`config.mk`:
```
export PLATFORM = sky130hd
export DESIGN_NAME = fifo_uart_tx
export DESIGN_NICKNAME = d
export VERILOG_FILES = /design/src/rtl/uart_pkg.sv /design/src/rtl/baud_tick_gen.sv /design/src/rtl/fifo_uart_tx.sv
export SDC_FILE = /design/constraint.sdc
export NUM_CORES = 1
export LEC_CHECK = 0
export ABC_CLOCK_PERIOD_IN_PS = 3400
export CAP_MARGIN = 20
export CORE_ASPECT_RATIO = 1.5
export CORE_MARGIN = 10
export CORE_UTILIZATION = 30
export DETAILED_ROUTE_END_ITERATION = 7
export PLACE_DENSITY = 0.51
export RECOVER_POWER = 25
export SKIP_LAST_GASP = 1
export SYNTH_ARGS = -nofsm -noshare
export SYNTH_HDL_FRONTEND = slang
export SYNTH_HIERARCHICAL = 1
export SYNTH_SLANG_ARGS = --single-unit
```
`constraint.sdc`:
```
create_clock -name clk -period 3.4 [get_ports clk]
set_input_delay 0.34 -clock clk [delete_from_list [all_inputs] [get_ports clk]]
set_output_delay 0.34 -clock clk [all_outputs]
set_load 0.03 [all_outputs]
```
`src/rtl/uart_pkg.sv`:
```
// Shared types and constants for the FIFO-draining UART transmitter.
package uart_pkg;

    typedef enum logic [2:0] {
        IDLE,
        READ,
        LOAD,
        START,
        DATA,
        STOP
    } state_e;

    localparam int unsigned FRAME_BITS = 10;
    localparam logic        TX_IDLE    = 1'b1;

endpackage

```
`src/rtl/baud_tick_gen.sv`:
```
// Bit-period timer: tick is high on the last clock of every CLKS_PER_BIT period.
module baud_tick_gen #(
    parameter int unsigned CLKS_PER_BIT = 16
) (
    input  logic clk,
    input  logic rst,
    input  logic clr,
    output logic tick
);

    localparam int unsigned   CW   = $clog2(CLKS_PER_BIT);
    localparam logic [CW-1:0] LAST = CW'(CLKS_PER_BIT - 1);

    logic [CW-1:0] cnt_q, cnt_d;

    always_comb begin
        cnt_d = cnt_q + 1'b1;
        if (clr || (cnt_q == LAST)) begin
            cnt_d = '0;
        end
    end

    always_ff @(posedge clk) begin
        if (rst) begin
            cnt_q <= '0;
        end else begin
            cnt_q <= cnt_d;
        end
    end

    assign tick = (cnt_q == LAST);

endmodule

```
`src/rtl/fifo_uart_tx.sv`:
```
// Pops bytes from an upstream FIFO one at a time and sends each as an 8N1 frame on tx.
module fifo_uart_tx #(
    parameter int unsigned DATA_W       = 8,
    parameter int unsigned CLKS_PER_BIT = 16
) (
    input  logic              clk,
    input  logic              rst,
    input  logic              en,
    input  logic              fifo_empty,
    input  logic [DATA_W-1:0] fifo_dout,
    output logic              fifo_rd,
    output logic              tx,
    output logic              busy,
    output logic              frame_done
);

    import uart_pkg::*;

    localparam int unsigned   BW       = (DATA_W > 1) ? $clog2(DATA_W) : 1;
    localparam logic [BW-1:0] LAST_BIT = BW'(DATA_W - 1);

    state_e            state_q, state_d;
    logic [DATA_W-1:0] shift_q, shift_d;
    logic [BW-1:0]     bit_cnt_q, bit_cnt_d;
    logic              tx_q, tx_d;
    logic              tick;
    logic              baud_clr;

    // Hold the bit timer at zero until the frame starts so START gets a full period.
    assign baud_clr = (state_q == IDLE) || (state_q == READ) || (state_q == LOAD);

    baud_tick_gen #(
        .CLKS_PER_BIT(CLKS_PER_BIT)
    ) u_baud (
        .clk (clk),
        .rst (rst),
        .clr (baud_clr),
        .tick(tick)
    );

    always_ff @(posedge clk) begin
        if (rst) begin
            state_q   <= IDLE;
            shift_q   <= '0;
            bit_cnt_q <= '0;
            tx_q      <= TX_IDLE;
        end else begin
            state_q   <= state_d;
            shift_q   <= shift_d;
            bit_cnt_q <= bit_cnt_d;
            tx_q      <= tx_d;
        end
    end

    always_comb begin
        state_d   = state_q;
        shift_d   = shift_q;
        bit_cnt_d = bit_cnt_q;
        tx_d      = tx_q;
        case (state_q)
            IDLE: begin
                if (en && !fifo_empty) begin
                    state_d = READ;
                end
            end
            READ: begin
                state_d = LOAD;
            end
            LOAD: begin
                shift_d = fifo_dout;
                tx_d    = 1'b0;
                state_d = START;
            end
            START: begin
                if (tick) begin
                    tx_d      = shift_q[0];
                    bit_cnt_d = '0;
                    state_d   = DATA;
                end
            end
            DATA: begin
                if (tick) begin
                    if (bit_cnt_q == LAST_BIT) begin
                        tx_d    = TX_IDLE;
                        state_d = STOP;
                    end else begin
                        shift_d   = shift_q >> 1;
                        tx_d      = shift_d[0];
                        bit_cnt_d = bit_cnt_q + 1'b1;
                    end
                end
            end
            STOP: begin
                if (tick) begin
                    state_d = IDLE;
                end
            end
            default: begin
                state_d = IDLE;
            end
        endcase
    end

    assign fifo_rd    = (state_q == READ);
    assign busy       = (state_q != IDLE);
    assign frame_done = (state_q == STOP) && tick;
    assign tx         = tx_q;

endmodule

```
Word level (Yosys, flattened, before mapping)
Index checks and enable logic that the tools add are counted.

cells by class
  add/sub/neg operators = 2
  eq/ne operators = 13
  multiplexer cells = 16
  reductions and logical operators = 16

operators with widths
  operator             number
  $mux 3               7
  $pmux 3 s6           1
  $mux 8               2
  $pmux 8 s2           1
  $ne 2x2->1 const B   5
  $eq 3x3->1 const B   3
  $eq 3x2->1 const B   2
  $pmux 3 s2           1
  $reduce_and 3->1     2
  $reduce_bool 3->1    2
  $reduce_and 5->1     1
  $add 4x1->4 const B  1
  $eq 4x4->1 const B   1
  $reduce_and 4->1     1
  $reduce_bool 2->1    2
  $add 3x1->3 const B  1
  $eq 3x1->1 const B   1
  $logic_not 3->1      1
  $logic_or 1x1->1     3
  $mux 1               3
  $pmux 1 s3           1
  $logic_and 1x1->1    2
  $ne 2x1->1 const B   1
  $reduce_or 2->1      1
  $logic_not 1->1      1

storage, ports and cells
  bits in registers = 19
  input port bits = 12
  output and inout port bits = 4
  logic and storage cells = 52

Depth between registers and ports, before layout
  depth in word-level cells = 5
  mapped depth = 7
  mapped depth without buffers = 6

Hierarchy
The synthesis kept the hierarchy.

by module, submodules not included
  module         times used  cells each  area an instance (sq um)  seq. area each (sq um)
  fifo_uart_tx   1           95          859.6                     300.3
  baud_tick_gen  1           16          157.7                     80.1

Worst setup path after synthesis
Ideal clock, no wire load.

  path kind = flip-flop to output port
  start = reg u_baud.cnt_q[0]
  end = out frame_done
  data arrival time = 1.274 ns
  data required time = 3.060 ns
  setup slack = 1.786 ns
  stages on the path, launching flop included = 7
  path buffers = 1
  cells stage by stage = dfxtp_1 > ha_1 > nand3_1 > inv_1 > buf_4 > nand2_1 > nor2_1

on the way
  cells in the longest elaborated chain, start to end = 2

ends and longest elaborated chain
  item                      RTL line             RTL
  start: declaration        baud_tick_gen.sv:14  logic [CW-1:0] cnt_q, cnt_d;
  start signal: assignment  baud_tick_gen.sv:27  cnt_q <= cnt_d;
  $eq 4x4->1                baud_tick_gen.sv:31  assign tick = (cnt_q == LAST);
  named net tick            fifo_uart_tx.sv:26   logic tick;
  $logic_and 1x1->1         fifo_uart_tx.sv:106  assign frame_done = (state_q == STOP) && tick;
  end: declaration          fifo_uart_tx.sv:14   output logic frame_done

The timed path passes the listed nets, and every way through them passes these cells.

Final worst setup path
Ends and elaborated chain as after synthesis.

==> results.yml <==
floorplanning:
  io_pins: 16
  rows: 25
  core_area_sq_um: 3220
  die-area_sq_um: 6170
  initial_core_util: 0.316
  die_w_microns: 67.5
  die_h_microns: 91.3
power:
  p_total_mw: 0.463
  ir_drop_v: 0.000240
  power_density_nw_per_um2: 385
  p_leak_nw: 0.463
run_status:
  status: "complete, no violations"
drt:
  drcViolationCount: 0
  antenna_left: 0
  routed_wl_microns: 2270
  vias_per_cell: 5.29
  num_vias: 851
  first_iter_violations: 37
  route.detailed.wl_per_inst_microns: 14.1
  dr.pass1.iters: 4
grt:
  antenna_found_initial: 0
  grt_pass1_wl_microns: 3970
  grt_pass1_vias: 877
  grt_max_degree: 20
  grt_use_total: 0.0788
  grt_remaining_overflow: 0
synth:
  synthTopCellsByArea: "dfxtp_1 37%, mux2i_1 6.9%, a221oi_1 6.0%, nor2_1 4.8%, ha_1 3.7%"
  syn_area_per_cell_sq_um: 9.16
  yosys.area.top_type_share: 0.374
  ys_types: 40
  synth_largest_area_cell: "dfxtp_1"
  synth_area_sq_um: 1020
  ys_dominant_reg_cell: "dfxtp_1"
  synthesis.nets: 126
  ys_seq_elements: 19
  synth_edf_count: 0
  yosys_warnings: 6
  synthArstFlopShare: 0
  ys_seq_area_frac: 0.374
  synthCells: 111
critical_path:
  critPathSlowestCell: "clkdlybuf4s50_1"
  critPathCaptureType: "output port"
  arrival_ns: 2.07
  start_kind: "flip-flop"
  critical-path-top-delay-family: "buffers and inverters"
  worstSetupPathType: "reg -> out"
  crit_buf_inv: 2
  path_cells: "ha_1 > nand3_1 > inv_1 > nand2_1 > nor2_1 > clkdlybuf4s50_1"
  crit_fanout: 11
  critPathMaxStageDelay_ns: 0.68
  worstPathRequired_ns: 3.06
sta:
  post-route-period-util: 0.709
  fin_setup_tns_ns: 0
  timing.fmax_mhz: 415
  period_needed_ns: 2.41
  slew_headroom: 0.578
  setup-violations-final: 0
  slew_violations: 0
  clock_skew_ns: 0.00344
  rsz0062_at_grt: "no"
  worst_pin_slew_ns: 0.631
  fin_ws_ns: 0.988
  hold_viol_final: 0
cts:
  h-tree-depth: 1
  postCtsSetupRepairBufs: 0
  cts_root_buffer: "clkbuf_8"
  cts_tree: "yes"
  ctsResizeCount: 0
  clkSinkCount: 19
  clock_path_buffers: 2
  cts_hold_buf: 0
  clkTransAtPathRegs_ns: 0.07
  numCtsBuffers: 3
  worstSkewPairLatency_ns: 0.25
layout:
  nNetsFinal: 137
  layout-drive-gt1-share: 0.0579
  syn_to_final_growth_pct: 18.1
  antenna_cells: 0
  fillerInstances: 334
  instances_no_fill: 161
placed_design:
  gp_congestion: 0.714
  place_hpwl_microns: 1680
  place_inst: 157
  portBuffers: 15
  dpl_worst_slack_ns: 1.25
run:
  cap_violations: 0
worst_hold_path:
  hold_class: "reg -> reg"
==> state kept, by name, indices dropped and copies added, names as in the netlist <==
register / cells
tx: 1
u_baud/cnt_q: 4
state_q: 3
bit_cnt_q: 3
shift_q: 8
==> final cells by class <==
class / count / area (sq um) / area share
clock buffer: 4 / 45.0 / 0.0375
tap: 40 / 50.0 / 0.0417
inverter: 2 / 7.51 / 0.00625
multi-input combinational: 81 / 568 / 0.473
timing repair buffer: 15 / 150 / 0.125
sequential: 19 / 380 / 0.317
==> worst register-to-register path: cells and delay by family (launching register included) <==
kind                     cells  cell delay [ns]
AO/OA/AOI/OAI                2             0.67
adder cells (fa/ha/maj)      1             0.19
buffers and inverters        1             0.27
flip-flops                   1             0.36
AND/OR/NAND/NOR              2             0.29
==> layer usage <==
layer / vias up / GRT usage / part of all wire
met5: - / 0 / 0
met4: 0 / 0.0258 / 0.010
met3: 2 / 0.0209 / 0.044
met2: 8 / 0.132 / 0.53
met1: 409 / 0.0920 / 0.42
li1: 432 / - / -
==> logic make-up (layout without fill, tap and decap cells) <==
group,after synthesis,count (layout),share of synthesized area
DFF,19,19,0.374
adders and majority gates,3,3,0.0369
muxes,7,7,0.0689
buffers and inverters,11,21,0.0676
and+or+nand+nor,44,44,0.255
AOI/OAI and AO/OA,25,25,0.181
xor gates and xnor gates,2,2,0.0172
==> final timing paths <==
kind / startpoint / to / slack, ns / cells after the start
min reg2reg: u_baud/cnt_q[0]$_SDFF_PP0_ / u_baud/cnt_q[0]$_SDFF_PP0_ / 0.46 / 1
max: u_baud/cnt_q[0]$_SDFF_PP0_ / frame_done / 0.99 / 6
min: u_baud/cnt_q[0]$_SDFF_PP0_ / u_baud/cnt_q[0]$_SDFF_PP0_ / 0.46 / 1
max reg2reg: u_baud/cnt_q[0]$_SDFF_PP0_ / shift_q[5]$_SDFFE_PP0P_ / 1.47 / 6
==> where the power goes <==
group	leakage [nW]	internal, mW	switching, mW
combinational	0.286	0.0335	0.0307
clock	0.0228	0.0829	0.0687
sequential	0.155	0.233	0.0136
==> Yosys cell counts (2+ instances only) <==
cell type	count
clkbuf_1	3
ha_1	3
nand3b_1	3
mux2i_1	7
nand2b_1	3
a211oi_1	2
a221oi_1	7
inv_1	2
buf_4	3
dfxtp_1	19
nand2_1	4
and3_1	2
a21oi_1	7
nor2_1	13
nand3_1	5
nand4b_1	2
o311ai_0	2
buf_6	2
==> per-stage QoR <==
stage / utilization / hold WS, ns / area, sq um
CTS: 0.373 / 0.465 / 1200
global placement: 0.359 / 0.430 / 1160
detailed placement: 0.359 / 0.454 / 1160
global route: 0.373 / 0.483 / 1200
finish: 0.373 / 0.462 / 1200
floorplan: - / 0.411 / 1020
==> cells in the final DEF, fill, tap and decap left out, types with 4 or more instances in the layout <==
master	n
a221oi_1	7
nand2_1	4
mux2i_1	7
clkdlybuf4s50_1	14
nor2_1	13
nand3_1	5
a21oi_1	7
dfxtp_1	19
Power figures use the tool's default switching activity.
